--- src/rtl/booth_r4_mult_if.sv ---
// Operand/result bundle for booth_r4_mult: request side drives operands and start,
// multiplier side returns status and the held product.
interface booth_r4_mult_if #(
  parameter int WIDTH = 8
);
  logic               start;
  logic               mode_signed;
  logic [WIDTH-1:0]   multiplicand;
  logic [WIDTH-1:0]   multiplier;
  logic               busy;
  logic               done;
  logic [2*WIDTH-1:0] product;

  modport master (
    output start, mode_signed, multiplicand, multiplier,
    input  busy, done, product
  );

  modport slave (
    input  start, mode_signed, multiplicand, multiplier,
    output busy, done, product
  );
endinterface

--- src/rtl/booth_r4_mult.sv ---
// Radix-4 Booth multiplier, signed or unsigned, one operand pair per start pulse.
// Operands are extended by two bits so one extra digit makes unsigned MSB=1 exact.
module booth_r4_mult #(
  parameter int WIDTH = 8
) (
  input  logic           clk,
  input  logic           reset,
  booth_r4_mult_if.slave bus
);
  localparam int N  = WIDTH / 2 + 1;
  localparam int CW = $clog2(N + 1);
  localparam int QW = WIDTH + 2;
  localparam int AW = WIDTH + 3;

  typedef enum logic [1:0] {
    IDLE = 2'd0,
    LOAD = 2'd1,
    ITER = 2'd2,
    DONE = 2'd3
  } state_t;

  state_t             state, state_nxt;
  logic               accept;
  logic               last_digit;
  logic [QW-1:0]      m_ext;
  logic [QW-1:0]      q_cap;
  logic [QW-1:0]      q_sr;
  logic               q_m1;
  logic [AW-1:0]      acc;
  logic [CW-1:0]      cnt;
  logic [2*WIDTH-1:0] product_q;

  logic [AW-1:0]      m_sx;
  logic [AW-1:0]      m_x2;
  logic [AW-1:0]      addend;
  logic [AW-1:0]      sum;
  logic [AW-1:0]      acc_nxt;
  logic [QW-1:0]      q_nxt;
  logic               m_ext_bit;
  logic               q_ext_bit;

  assign last_digit = (cnt == CW'(N - 1));

  always_ff @(posedge clk or posedge reset) begin
    if (reset) begin
      state <= IDLE;
    end else begin
      state <= state_nxt;
    end
  end

  always_comb begin
    state_nxt = state;
    accept    = 1'b0;
    case (state)
      IDLE: begin
        if (bus.start) begin
          state_nxt = LOAD;
          accept    = 1'b1;
        end
      end
      LOAD:    state_nxt = ITER;
      ITER:    if (last_digit) state_nxt = DONE;
      DONE:    state_nxt = IDLE;
      default: state_nxt = IDLE;
    endcase
  end

  assign m_ext_bit = bus.mode_signed & bus.multiplicand[WIDTH-1];
  assign q_ext_bit = bus.mode_signed & bus.multiplier[WIDTH-1];

  // Digit recoding from {Q1,Q0,Q-1}; negative multiples via two's complement.
  always_comb begin
    m_sx = {m_ext[QW-1], m_ext};
    m_x2 = {m_ext, 1'b0};
    case ({q_sr[1:0], q_m1})
      3'b001, 3'b010: addend = m_sx;
      3'b011:         addend = m_x2;
      3'b100:         addend = ~m_x2 + AW'(1);
      3'b101, 3'b110: addend = ~m_sx + AW'(1);
      default:        addend = '0;
    endcase
    sum     = acc + addend;
    acc_nxt = {{2{sum[AW-1]}}, sum[AW-1:2]};
    q_nxt   = {sum[1:0], q_sr[QW-1:2]};
  end

  always_ff @(posedge clk or posedge reset) begin
    if (reset) begin
      m_ext     <= '0;
      q_cap     <= '0;
      q_sr      <= '0;
      q_m1      <= 1'b0;
      acc       <= '0;
      cnt       <= '0;
      product_q <= '0;
    end else begin
      if (accept) begin
        m_ext <= {{2{m_ext_bit}}, bus.multiplicand};
        q_cap <= {{2{q_ext_bit}}, bus.multiplier};
      end
      case (state)
        LOAD: begin
          acc  <= '0;
          q_m1 <= 1'b0;
          q_sr <= q_cap;
          cnt  <= '0;
        end
        ITER: begin
          acc  <= acc_nxt;
          q_sr <= q_nxt;
          q_m1 <= q_sr[1];
          cnt  <= cnt + CW'(1);
          // Low 2*WIDTH bits of the shifted {acc,Q} chain after the final digit.
          if (last_digit) product_q <= {acc_nxt[WIDTH-3:0], q_nxt};
        end
        default: ;
      endcase
    end
  end

  assign bus.busy    = (state == LOAD) || (state == ITER);
  assign bus.done    = (state == DONE);
  assign bus.product = product_q;

endmodule

--- src/flat_wrapper.sv ---
// flat-port wrapper written by rule: the top's interface ports become plain ports
module booth_r4_mult_flat 
#(
  parameter int WIDTH = 8
)
  (clk, reset, bus_start, bus_mode_signed, bus_multiplicand, bus_multiplier, bus_busy, bus_done, bus_product);
  booth_r4_mult_if #(.WIDTH(WIDTH)) bus_i ();
  input  logic clk;
  input  logic reset;
  input wire logic [$bits(bus_i.start)-1:0] bus_start;
  input wire logic [$bits(bus_i.mode_signed)-1:0] bus_mode_signed;
  input wire logic [$bits(bus_i.multiplicand)-1:0] bus_multiplicand;
  input wire logic [$bits(bus_i.multiplier)-1:0] bus_multiplier;
  output wire logic [$bits(bus_i.busy)-1:0] bus_busy;
  output wire logic [$bits(bus_i.done)-1:0] bus_done;
  output wire logic [$bits(bus_i.product)-1:0] bus_product;
  assign bus_i.start = bus_start;
  assign bus_i.mode_signed = bus_mode_signed;
  assign bus_i.multiplicand = bus_multiplicand;
  assign bus_i.multiplier = bus_multiplier;
  assign bus_busy = bus_i.busy;
  assign bus_done = bus_i.done;
  assign bus_product = bus_i.product;
  booth_r4_mult #(.WIDTH(WIDTH)) u_core (.clk(clk), .reset(reset), .bus(bus_i));
endmodule
--- config.mk ---
export PLATFORM = sky130hd
export DESIGN_NAME = booth_r4_mult_flat
export DESIGN_NICKNAME = d
export VERILOG_FILES = /design/src/rtl/booth_r4_mult_if.sv /design/src/rtl/booth_r4_mult.sv /design/src/flat_wrapper.sv
export SDC_FILE = /design/constraint.sdc
export NUM_CORES = 1
export LEC_CHECK = 0
export ABC_CLOCK_PERIOD_IN_PS = 4600
export BUFFER_PORTS_ARGS = -buffer_cell sky130_fd_sc_hd__buf_4
export CAP_MARGIN = 30
export CELL_PAD_IN_SITES_DETAIL_PLACEMENT = 0
export CELL_PAD_IN_SITES_GLOBAL_PLACEMENT = 1
export CORE_MARGIN = 8
export CORE_UTILIZATION = 49
export DETAILED_ROUTE_END_ITERATION = 6
export PLACE_DENSITY = 0.86
export SYNTH_ARGS = -nofsm -noshare
export SYNTH_HDL_FRONTEND = slang
export SYNTH_SLANG_ARGS = --single-unit
--- constraint.sdc ---
create_clock -name clk -period 4.6 [get_ports clk]
set_input_delay 0 -clock clk [delete_from_list [all_inputs] [get_ports clk]]
set_output_delay 0 -clock clk [all_outputs]
set_load 0.05 [all_outputs]
==> impl_summary.log, run 1 <==
[metrics] pre-CTS setup slack: roughly 1.3 ns
[metrics] hold slack final: 0.118 ns
[metrics] Iter 0 DRT Violations: 85
[metrics] part of the Yosys area used for sequential elements: 0.435
[metrics] via count of the first global-routing pass: 2,579
[metrics] Total GRT Usage: 0.153
[metrics] fmax: between 200 and 300 MHz
[metrics] cell area after synthesis: about 3400 um2
[metrics] max-slew headroom at the worst pin: 0.385
[metrics] Post-Route Skew: ~0.0084 ns
[metrics] met2 wirelength from detailed routing: between 3000 and 4000 um
[metrics] most frequent cells in the layout: 59 x dfrtp_1, 40 x buf_4, 29 x nand2_1
[metrics] number of pins with negative max-slew slack in the final report: 0
[metrics] Slowest-stage cell, CP: dfrtp_1
[metrics] area share of the largest cell type after synthesis: 0.435
[metrics] post-layout minimum cycle time: roughly 3.3 ns
[metrics] Yosys warning count: 0
[metrics] final number of hold-violating endpoints: 0
[metrics] number of instances in the synthesized netlist: about 340
[metrics] Worst Hold Endpoint: u_core.state[0]$_DFFE_PP0P_
[metrics] wire length of the first global-routing pass: between 10,000 and 15,000 um
[metrics] HPWL after detailed placement: ~5000 um
[metrics] beginning of the critical path: u_core.q_sr[1]$_DFFE_PP0P_
[metrics] clock tree from TritonCTS: yes
[metrics] Nets: between 400 and 500
[metrics] flop-to-flop setup slack: ~1.3 ns
[metrics] count of buffers from port buffering: 37
[metrics] die area: around 9800 um2
[metrics] kind of start point of the critical path: register
[metrics] count of distinct cell types in the synthesized netlist: 44
[metrics] number of detailed-routing iterations run before antenna repair: 4
[metrics] slew at the pin closest to its max-slew limit: just over 0.9 ns
[metrics] average wire length per cell after detail routing: between 10 and 15 um
[metrics] launch instance of the worst min-delay path: bus_start
[metrics] share of layout cells above drive strength 1: 0.234
[metrics] number of sinks handled by clock tree synthesis: between 50 and 60
[metrics] vias after detailed routing: about 2,600
[metrics] cell types with the largest area share after synthesis: dfrtp_1 43%, mux2_2 9.0%, ha_1 6.6%
[metrics] max_cap viols: 0
[metrics] Hold Path Cell Cnt: 3
[metrics] Total Negative Setup Slacks: 0 ns
[metrics] DIE WIDTH: 99.2 um
[metrics] number of buffers added for setup after CTS: 0
[metrics] Worst path max stage delay: roughly 0.63 ns
[metrics] count of antenna-violating nets left after detailed routing: 0
[metrics] clock latency at the later pin of the worst-skew pair: approximately 0.33 ns
[metrics] clock root buffer: clkbuf_8
[metrics] top routing layer in use: met4
[metrics] min-delay worst type: in -> reg
[metrics] routability-driven placement congestion ratio: about 0.87
[metrics] number of buffers inserted during clock tree synthesis: 9
[metrics] vertical die dimension: 99.2 um
[metrics] average size of a mapped cell: 10.0 um2
[metrics] required time at the worst-slack endpoint: approximately 4.8 ns
[metrics] Leak Pwr: 1.88 nW
[metrics] part of the cycle the worst path needs: 0.728
[metrics] post-route met1 wirelength: 3350 um
[metrics] Setup crit end kind: register
[metrics] number of cells traversed by the worst register-to-register path: 12
[metrics] clock slew at the register clock pins of the worst setup and hold paths: around 0.07 ns
[metrics] total length of routed met3 wires: 319 um
[metrics] power density cells: 750 nW/um2
[metrics] launch point of the worst reg-to-reg path: u_core.q_sr[1]$_DFFE_PP0P_
[metrics] maximum number of pins on one net before global-route repair: 60
[metrics] worst path cell trace: inv_1, nor3_2, a21oi_1, o22a_1, inv_1, ha_1, a211oi_1, o21bai_1, a311o_1, a211oi_1, xor2_1, o22ai_1
[metrics] flop and latch count out of synthesis: 59
[metrics] count of inserted antenna diode cells: 0
[metrics] Placeable Area: between 6000 and 7000 um2
[metrics] Routed Wire Length: 7090 um
[metrics] Remaining DRCs: 0
[metrics] deepest clock path buffer count: 2
[metrics] H-tree depth reported by CTS: 3
[metrics] cell type with the highest aggregate area in the netlist: dfrtp_1
[metrics] number of antenna violations at the first check in global routing: 0
[metrics] overall overflow remaining after global route: 0
[metrics] number of placed I/O pins: 38
[metrics] Synthesized Nets: roughly 380
[metrics] post-route worst setup slack: ~1.3 ns
[metrics] number of standard-cell rows in the floorplan: 30
[metrics] class of the most critical setup path: reg -> reg
[metrics] crit-path max FO: 14
[metrics] result of the run: finished clean
[metrics] mean number of vias per cell: around 5.5
[metrics] effective utilization at floorplan: 0.502
[metrics] worst vdd ir: approximately 0.33 mV
[metrics] CP arrival: roughly 3.5 ns
[metrics] RSZ-0062 raised after global routing: false
[metrics] final setup vio count: 0
[metrics] most common library cell in the layout ignoring fill and taps: dfrtp_1
[metrics] area growth from synthesis to layout: 20.2%
[metrics] r2r endpoint: u_core.acc[7]$_DFFE_PP0P_
-- critical path, delay by kind of cell, from the launching register on --
kind | cells | cell delay [ns]
XOR/XNOR | 1 | 0.17
AO/OA/AOI/OAI | 7 | 1.44
flip-flops | 1 | 0.63
buffers and inverters | 2 | 0.32
AND/OR/NAND/NOR | 1 | 0.44
adder cells (fa/ha/maj) | 1 | 0.23
-- kinds of logic after synthesis --
logic type      after synthesis  share of synthesized area
xor+xnor                     18                     0.0464
flops                        59                      0.435
buf+inv                      41                     0.0494
compound gates               83                      0.157
simple gates                 78                      0.112
fa+ha+maj                    19                     0.0722
mux                          40                      0.128
-- layer usage --
layer | GRT usage | up-vias
met2 | 0.249 | 47
met1 | 0.191 | 1233
li1 | - | 1295
met3 | 0.0447 | 6
met4 | 0.0489 | 0
met5 | 0 | -
-- worst max path at each step --
stage,to,slack [ns],cells after the start
2_1_floorplan,u_core.acc[7]$_DFFE_PP0P_,1.76,11
3_3_place_gp,u_core.acc[7]$_DFFE_PP0P_,1.33,12
3_5_place_dp,u_core.acc[7]$_DFFE_PP0P_,1.30,12
4_1_cts,u_core.acc[7]$_DFFE_PP0P_,1.27,12
5_1_grt,u_core.acc[7]$_DFFE_PP0P_,0.88,12
6_report,u_core.acc[7]$_DFFE_PP0P_,1.25,12
-- metrics by stage --
step	power [W]	instances	utilization	area [um2]
floorplan	0.00227	338	-	3390
global placement	0.00260	439	0.549	3710
detailed placement	0.00263	439	0.549	3710
CTS	0.00309	473	0.604	4080
global route	0.00332	473	0.604	4080
finish	0.00306	473	0.604	4080
-- area by class of cell --
| class | instances | area [um2] |
|---|---|---|
| clock buffer | 11 | 151 |
| clock inverter | 5 | 37.5 |
| fill | 575 | 2680 |
| inverter | 22 | 82.6 |
| multi-input combinational | 238 | 1750 |
| sequential | 59 | 1480 |
| tap | 80 | 100 |
| timing repair buffer | 58 | 480 |
-- what timing repair did --
action                     in CTS  in global routing
gates resized for setup         0                  0
setup endpoints to repair       0                  0
hold buffers                   18                  0
hold endpoints to repair       77                  0
-- flip-flops by register name, summed over array words and instances (netlist names) --
register and count:
u_core.cnt 3, u_core.q_cap 9, u_core.q_m1 1, u_core.q_sr 10
u_core.state 2, u_core.m_ext 9, u_core.bus.product 16, u_core.acc 9
-- where the power goes --
group | total (W) | internal [W] | switching (W)
registers | 0.000956 | 0.000710 | 0.000246
logic | 0.00167 | 0.000727 | 0.000947
clock network | 0.000431 | 0.000225 | 0.000205
-- Yosys cell counts --
cell type,count
nand2b_1,5
o22a_1,1
nand3_1,8
clkbuf_1,10
o2111ai_1,1
nand2_1,29
ha_1,18
fa_1,1
and3_1,1
mux2i_1,13
a22o_2,1
a221oi_2,1
a21o_1,2
o32a_1,1
xnor2_1,8
nor3_2,1
nor4_4,2
a21oi_1,23
a41o_2,1
a221o_1,3
o22ai_1,10
inv_1,22
a311o_1,1
and2_1,1
mux2_2,27
a211oi_1,4
a31oi_1,6
nor2b_1,4
a21oi_2,1
nor3_1,3
buf_6,1
buf_2,4
or2_2,1
buf_1,3
clkbuf_2,1
o21ai_0,20
xor2_1,10
a221oi_1,2
o21bai_1,1
nor2_1,22
a22oi_1,1
dfrtp_1,59
a311oi_1,3
nand3b_1,1
Power figures use the tool's default switching activity.
==> inputs of run 2 (changes only) <==
ABC_CLOCK_PERIOD_IN_PS = 2800   (was 4600)
CORE_UTILIZATION = 41   (was 49)
PLACE_DENSITY = 0.77   (was 0.86)
clock period = 2.8 ns   (was 4.6 ns; I/O delays follow)
==> run 2 against run 1 <==
Effect of this change:
- sequential cell count unchanged
- largest power group unchanged
- critical path type unchanged
- first-iteration DRC count up 47%
- wire length up 7.3%
- clock-buffer cell count up 1
==> impl_summary.log, run 2 (same netlist as run 1, synthesis figures left out) <==
[metrics] count of buffers from port buffering: 37 (unchanged)
[metrics] combinational power share: 0.616 (was 0.547)
[metrics] switching component of the power: 0.00254 W (was 0.00140 W)
[metrics] overall overflow remaining after global route: 0 (unchanged)
[metrics] required time at the worst-slack endpoint: 2.99 ns (was 4.79 ns)
[metrics] Slowest-stage cell, CP: dfrtp_2 (was dfrtp_1)
[metrics] worst vdd ir: 0.703 mV (was 0.333 mV)
[metrics] via count of the first global-routing pass: 2,829 (was 2,579)
[metrics] effective utilization at floorplan: 0.417 (was 0.502)
[metrics] kind of start point of the critical path: register (unchanged)
[metrics] number of pins with negative max-slew slack in the final report: 0 (unchanged)
[metrics] fill count: 705 (was 575)
[metrics] class of the most critical setup path: reg -> reg (unchanged)
[metrics] Routed Wire Length: 7610 um (was 7090 um)
[metrics] count of inserted antenna diode cells: 0 (unchanged)
[metrics] worst path cell trace: nor4_4, buf_4, nor2_2, a221o_1, ha_1, o21ai_1, o21bai_1, a311o_1, a211oi_2, xor2_1, o22ai_1 (was inv_1, nor3_2, a21oi_1, o22a_1, inv_1, ha_1, a211oi_1, o21bai_1, a311o_1, a211oi_1, xor2_1, o22ai_1)
[metrics] Post-Route Skew: 0.00970 ns (was 0.00842 ns)
[metrics] hold slack final: 0.104 ns (was 0.118 ns)
[metrics] share of layout cells above drive strength 1: 0.370 (was 0.234)
[metrics] average wire length per cell after detail routing: 14.2 um (was 15.0 um)
[metrics] final setup vio count: 0 (unchanged)
[metrics] maximum number of pins on one net before global-route repair: 40 (was 60)
[metrics] pre-CTS setup slack: -0.150 ns (was 1.30 ns)
[metrics] clock network fraction of total power: 0.139 (was 0.141)
[metrics] DIE WIDTH: 107 um (was 99.2 um)
[metrics] H-tree depth reported by CTS: 3 (unchanged)
[metrics] routability-driven placement congestion ratio: 0.875 (was 0.866)
[metrics] power density cells: 1280 nW/um2 (was 750 nW/um2)
[metrics] max-slew headroom at the worst pin: 0.458 (was 0.385)
[metrics] slew at the pin closest to its max-slew limit: 0.811 ns (was 0.919 ns)
[metrics] crit-path max FO: 3 (was 14)
[metrics] flop-to-flop setup slack: 0.007 ns (was 1.25 ns)
[metrics] mean number of vias per cell: 5.14 (was 5.46)
[metrics] kind of cell adding the most delay to the critical path: compound AO/OA/AOI/OAI gates (unchanged)
[metrics] part of the cycle the worst path needs: 0.998 (was 0.728)
[metrics] HPWL after detailed placement: 5560 um (was 5060 um)
[metrics] number of antenna violations at the first check in global routing: 0 (unchanged)
[metrics] max_cap viols: 0 (unchanged)
[metrics] number of placed I/O pins: 38 (unchanged)
[metrics] most common library cell in the layout ignoring fill and taps: buf_4 (was dfrtp_1)
[metrics] post-route worst setup slack: 0.00687 ns (was 1.25 ns)
[metrics] number of sinks handled by clock tree synthesis: 59 (unchanged)
[metrics] max FFs per register: 16 (unchanged)
[metrics] wire length of the first global-routing pass: 13,300 um (was 12,300 um)
[metrics] total instance count after detailed placement: 494 (was 439)
[metrics] most frequent cells in the layout: 76 x buf_4, 56 x dfrtp_1, 29 x nand2_1 (was 59 x dfrtp_1, 40 x buf_4, 29 x nand2_1)
[metrics] clock slew at the register clock pins of the worst setup and hold paths: 0.07 ns (about the same)
[metrics] Setup crit end kind: register (unchanged)
[metrics] Remaining DRCs: 0 (unchanged)
[metrics] Nets: 464 (was 427)
[metrics] number of standard-cell rows in the floorplan: 33 (was 30)
[metrics] min-delay worst type: in -> reg (unchanged)
[metrics] final number of hold-violating endpoints: 0 (unchanged)
[metrics] number of cells in the finished layout apart from fillers: 535 (was 473)
[metrics] RSZ-0062 raised after global routing: true (was false)
[metrics] clock latency at the later pin of the worst-skew pair: 0.34 ns (was 0.33 ns)
[metrics] Placeable Area: 8130 um2 (was 6760 um2)
[metrics] result of the run: finished clean (unchanged)
[metrics] switching part of the total power: 0.433 (was 0.457)
[metrics] number of buffers inserted during clock tree synthesis: 9 (unchanged)
[metrics] fmax: 358 MHz (was 299 MHz)
[metrics] overall power: 0.00588 W (was 0.00306 W)
[metrics] vias after detailed routing: 2,748 (was 2,581)
[metrics] CP arrival: 2.99 ns (was 3.54 ns)
[metrics] deepest clock path buffer count: 2 (unchanged)
[metrics] buffers and inverters on the worst path: 1 (was 2)
[metrics] clock tree from TritonCTS: yes (unchanged)
[metrics] area growth from synthesis to layout: 35.0% (was 20.2%)
[metrics] vertical die dimension: 107 um (was 99.2 um)
[metrics] post-layout minimum cycle time: 2.79 ns (was 3.35 ns)
[metrics] Worst path max stage delay: 0.43 ns (was 0.63 ns)
[metrics] cell internal pwr: 0.00333 W (was 0.00166 W)
[metrics] clock root buffer: clkbuf_8 (unchanged)
[metrics] Iter 0 DRT Violations: 125 (was 85)
[metrics] Leak Pwr: 2.10 nW (was 1.88 nW)
[metrics] die area: 11,400 um2 (was 9850 um2)
[metrics] number of detailed-routing iterations run before antenna repair: 4 (unchanged)
[metrics] Sequential Power Share: 0.245 (was 0.312)
[metrics] count of antenna-violating nets left after detailed routing: 0 (unchanged)
[metrics] Total GRT Usage: 0.143 (was 0.153)
run 2: cell count changes in the layout (fill, tap and decap cells not counted), moves of 3 or more:
cell	change
buf_4	+36
ha_1	-4
a21oi_1	-3
a21oi_2	+3
dfrtp_1	-3
dfrtp_2	+3
ha_4	+3
o21ai_0	-3
o21ai_1	+3
xnor2_1	-3
xnor2_2	+3
run 2: per-layer routing:
| metal | global-route usage | vias to the layer above | share of wire |
|---|---|---|---|
| li1 | - | 1364 | - |
| met3 | 0.0378 | 13 | 0.054 |
| met1 | 0.175 | 1312 | 0.46 |
| met5 | 0 | - | 0 |
| met2 | 0.231 | 59 | 0.47 |
| met4 | 0.0643 | 0 | 0.017 |
run 2: timing repair:
action	4_1_cts	5_1_grt
gates cloned	0	0
buffers inserted	6	0
endpoints found under the hold margin	38	0
gates resized for setup	19	15
pin swaps	17	10
hold buffers	19	0
setup endpoints to repair	4	7
run 2: area by class of cell:
| type | count | area (um2) | share of cell area |
|---|---|---|---|
| Tap cell | 105 | 131 | 0.0287 |
| Inverter | 22 | 82.6 | 0.0180 |
| Multi-Input combinational cell | 238 | 1920 | 0.418 |
| Sequential cell | 59 | 1480 | 0.323 |
| Timing Repair Buffer | 95 | 761 | 0.166 |
| Clock inverter | 4 | 47.5 | 0.0104 |
| Clock buffer | 12 | 165 | 0.0360 |
run 2: power by group through the flow:
| stage | Combinational [W] | Sequential (W) | Clock [W] |
|---|---|---|---|
| floorplan | 0.00224 | 0.00151 | 0 |
| global placement | 0.00319 | 0.00144 | 0 |
| detailed placement | 0.00325 | 0.00146 | 0 |
| CTS | 0.00347 | 0.00144 | 0.000841 |
| global route | 0.00397 | 0.00150 | 0.000871 |
| finish | 0.00362 | 0.00144 | 0.000817 |
run 2: metrics by stage:
step                      TNS, ns  instance area (um2)  utilization
after floorplan                 0                 3410            -
after global placement    -0.0256                 3980        0.489
after detailed placement   -0.497                 3980        0.489
after CTS                  -0.109                 4500        0.553
after global routing       -0.425                 4580        0.563
final                           0                 4580        0.563
run 2: worst reg2reg max path, stage by stage, from the launching register on:
cell and delay, ns:
dfrtp_2 0.43, nor4_4 0.31, buf_4 0.17, nor2_2 0.04
a221o_1 0.34, ha_1 0.33, o21ai_1 0.10, o21bai_1 0.12
a311o_1 0.33, a211oi_2 0.25, xor2_1 0.17, o22ai_1 0.08
run 2: path summary, 6_finish.rpt:
| kind | start | to | cells past startpoint |
|---|---|---|---|
| min | bus_start | u_core.state[0]$_DFFE_PP0P_ | 3 |
| min reg2reg | u_core.bus.product[13]$_DFFE_PP0P_ | u_core.bus.product[13]$_DFFE_PP0P_ | 2 |
| max in group asynchronous | reset | u_core.m_ext[0]$_DFFE_PP0P_ | 4 |
| max reg2reg | u_core.m_ext[0]$_DFFE_PP0P_ | u_core.acc[7]$_DFFE_PP0P_ | 11 |
| max | u_core.m_ext[0]$_DFFE_PP0P_ | u_core.acc[7]$_DFFE_PP0P_ | 11 |
| min in group asynchronous | reset | u_core.cnt[2]$_DFFE_PP0P_ | 3 |
==> inputs of run 3 (changes only) <==
PLACE_DENSITY = not set   (was 0.77)
PLACE_DENSITY_LB_ADDON = 0.15   (was not set)
==> run 3 against run 2 <==
Effect of this change:
- die area stayed put
- largest cell class unchanged
- wire length is 3.2% higher
- cell area is 1.3% higher
- via count is 0.91% higher
- highest routed layer unchanged
- global-route usage is 0.098 points higher
- total power is 2.1% higher
- register-to-register slack better by 0.05 ns
==> impl_summary.log, run 3 (same netlist as run 1, synthesis figures left out) <==
[metrics] result of the run: finished clean (unchanged)
[metrics] required time at the worst-slack endpoint: 3.01 ns (was 2.99 ns)
[metrics] HPWL after detailed placement: 5480 um (was 5560 um)
[metrics] number of standard-cell rows in the floorplan: 33 (unchanged)
[metrics] met2 wirelength from detailed routing: 3640 um (was 3570 um)
[metrics] buffers and inverters on the worst path: 1 (unchanged)
[metrics] overall overflow remaining after global route: 0 (unchanged)
[metrics] deepest clock path buffer count: 2 (unchanged)
[metrics] min-delay worst type: in -> reg (unchanged)
[metrics] most frequent cells in the layout: 81 x buf_4, 57 x dfrtp_1, 29 x nand2_1 (was 76 x buf_4, 56 x dfrtp_1, 29 x nand2_1)
[metrics] max-slew headroom at the worst pin: 0.449 (was 0.458)
[metrics] area growth from synthesis to layout: 36.7% (was 35.0%)
[metrics] kind of cell adding the most delay to the critical path: compound AO/OA/AOI/OAI gates (unchanged)
[metrics] slew at the pin closest to its max-slew limit: 0.825 ns (was 0.811 ns)
[metrics] clock tree from TritonCTS: yes (unchanged)
[metrics] number of sinks handled by clock tree synthesis: 59 (unchanged)
[metrics] clock latency at the later pin of the worst-skew pair: 0.34 ns (about the same)
[metrics] mean number of vias per cell: 5.12 (was 5.14)
[metrics] total area of multi-input combinational cells: 1900 um2 (was 1920 um2)
[metrics] H-tree depth reported by CTS: 3 (unchanged)
[metrics] hold slack final: 0.116 ns (was 0.104 ns)
[metrics] die area: 11,400 um2 (unchanged)
[metrics] top routing layer in use: met4 (unchanged)
[metrics] total instance count after detailed placement: 501 (was 494)
[metrics] maximum number of pins on one net before global-route repair: 60 (was 40)
[metrics] number of cells traversed by the worst register-to-register path: 13 (was 11)
[metrics] class of the most critical setup path: reg -> reg (unchanged)
[metrics] Post-Route Skew: 0.00860 ns (was 0.00970 ns)
[metrics] Design Area, Final: 4640 um2 (was 4580 um2)
[metrics] Slowest-stage cell, CP: dfrtp_2 (unchanged)
[metrics] number of detailed-routing iterations run before antenna repair: 4 (unchanged)
[metrics] share of layout cells above drive strength 1: 0.366 (was 0.370)
[metrics] launch point of the worst reg-to-reg path: u_core.m_ext[1]$_DFFE_PP0P_ (was u_core.m_ext[0]$_DFFE_PP0P_)
[metrics] flop-to-flop setup slack: 0.05 ns (was 0.007 ns)
[metrics] post-layout minimum cycle time: 2.75 ns (was 2.79 ns)
[metrics] final core utilization: 0.571 (was 0.563)
[metrics] crit-path max FO: 3 (unchanged)
[metrics] Worst path max stage delay: 0.40 ns (was 0.43 ns)
[metrics] post-route met1 wirelength: 3740 um (was 3500 um)
[metrics] Placeable Area: 8130 um2 (unchanged)
[metrics] fill count: 712 (was 705)
[metrics] count of buffers from port buffering: 37 (unchanged)
[metrics] most common library cell in the layout ignoring fill and taps: buf_4 (unchanged)
[metrics] CP arrival: 2.95 ns (was 2.99 ns)
[metrics] total length of routed met3 wires: 309 um (was 414 um)
[metrics] via count of the first global-routing pass: 2,784 (was 2,829)
[metrics] Remaining DRCs: 0 (unchanged)
[metrics] count of inserted antenna diode cells: 0 (unchanged)
[metrics] fmax: 364 MHz (was 358 MHz)
[metrics] vertical die dimension: 107 um (unchanged)
[metrics] final number of hold-violating endpoints: 0 (unchanged)
[metrics] count of antenna-violating nets left after detailed routing: 0 (unchanged)
[metrics] max FFs per register: 16 (unchanged)
[metrics] number of antenna violations at the first check in global routing: 0 (unchanged)
[metrics] Total GRT Usage: 0.144 (was 0.143)
[metrics] average wire length per cell after detail routing: 14.5 um (was 14.2 um)
[metrics] worst vdd ir: 0.581 mV (was 0.703 mV)
[metrics] final setup vio count: 0 (unchanged)
[metrics] FF/Latch Area: 1480 um2 (about the same)
[metrics] clock slew at the register clock pins of the worst setup and hold paths: 0.07 ns (about the same)
[metrics] number of buffers inserted during clock tree synthesis: 9 (unchanged)
[metrics] most frequent CP cell: a211oi_2
[metrics] worst path cell trace: inv_2, ha_4, nand2b_4, xnor2_2, a221oi_2, a31oi_1, ha_2, a211oi_2, o21bai_1, a311o_1, a211oi_2, xor2_1, o22ai_1 (was nor4_4, buf_4, nor2_2, a221o_1, ha_1, o21ai_1, o21bai_1, a311o_1, a211oi_2, xor2_1, o22ai_1)
[metrics] number of cells in the finished layout apart from fillers: 542 (was 535)
[metrics] Worst Hold Endpoint: u_core.state[0]$_DFFE_PP0P_ (unchanged)
[metrics] vias after detailed routing: 2,773 (was 2,748)
[metrics] wire length of the first global-routing pass: 13,300 um (about the same)
[metrics] Leak Pwr: 2.13 nW (was 2.10 nW)
[metrics] Setup crit end kind: register (unchanged)
[metrics] effective utilization at floorplan: 0.417 (unchanged)
[metrics] kind of start point of the critical path: register (unchanged)
[metrics] DIE WIDTH: 107 um (unchanged)
[metrics] part of the cycle the worst path needs: 0.981 (was 0.998)
[metrics] Routed Wire Length: 7850 um (was 7610 um)
[metrics] clock root buffer: clkbuf_8 (unchanged)
[metrics] RSZ-0062 raised after global routing: true (unchanged)
[metrics] routability-driven placement congestion ratio: 0.866 (was 0.875)
[metrics] Iter 0 DRT Violations: 129 (was 125)
[metrics] power density cells: 1290 nW/um2 (was 1280 nW/um2)
[metrics] Total Negative Setup Slacks: 0 ns (unchanged)
[metrics] number of placed I/O pins: 38 (unchanged)
[metrics] number of pins with negative max-slew slack in the final report: 0 (unchanged)
[metrics] launch instance of the worst min-delay path: bus_start (unchanged)
[metrics] r2r endpoint: u_core.acc[7]$_DFFE_PP0P_ (unchanged)
[metrics] placed instance area: 4060 um2 (was 3980 um2)
[metrics] max_cap viols: 0 (unchanged)
[metrics] Nets: 471 (was 464)
[metrics] Hold Path Cell Cnt: 3 (unchanged)
==> run 3: report_power, final <==
part / switching [W] / internal (W)
Clock: 0.000358 / 0.000438
Combinational: 0.00194 / 0.00181
Sequential: 0.000287 / 0.00117
==> run 3: per-layer routing <==
metal,track usage,up-vias
li1,-,1387
met1,0.182,1326
met2,0.230,46
met3,0.0366,14
met4,0.0553,0
met5,0,-
==> run 3: layout make-up <==
cell class / instances / area share
multi-input cells: 238 / 0.409
flip-flops and latches: 59 / 0.319
repair buffers: 102 / 0.183
clock buffers: 11 / 0.0305
well taps: 105 / 0.0283
inverters: 22 / 0.0178
clock inverters: 5 / 0.0135
==> run 3: repair_timing <==
action / CTS / global route
buffers inserted: 6 / 1
gates resized for setup: 12 / 14
hold buffers: 18 / 0
pin swaps: 12 / 11
hold endpoints to repair: 77 / 0
setup endpoints to repair: 4 / 8
==> run 3: worst max path at each step <==
stage                                 from                   endpoint  slack [ns]  depth (start not counted)
2_1_floorplan  u_core.m_ext[1]$_DFFE_PP0P_  u_core.acc[7]$_DFFE_PP0P_        0.05                         10
3_3_place_gp   u_core.m_ext[0]$_DFFE_PP0P_  u_core.acc[7]$_DFFE_PP0P_       -0.01                         10
3_5_place_dp   u_core.m_ext[0]$_DFFE_PP0P_  u_core.acc[7]$_DFFE_PP0P_       -0.07                         13
4_1_cts        u_core.m_ext[1]$_DFFE_PP0P_  u_core.acc[7]$_DFFE_PP0P_        0.01                         13
5_1_grt        u_core.m_ext[1]$_DFFE_PP0P_  u_core.acc[7]$_DFFE_PP0P_       -0.14                         13
6_report       u_core.m_ext[1]$_DFFE_PP0P_  u_core.acc[7]$_DFFE_PP0P_        0.05                         13
==> run 3: worst min-delay path: stages <==
cell     delay (ns)
buf_4          0.09
nor2b_1        0.05
o32a_1         0.28
==> run 3: per-stage QoR <==
stage / total power (W) / setup slack [ns]
detailed placement: 0.00485 / -0.0716
CTS: 0.00586 / 0.0142
finish: 0.00600 / 0.0535
floorplan: 0.00375 / 0.0476
global route: 0.00652 / -0.141
global placement: 0.00482 / -0.0141
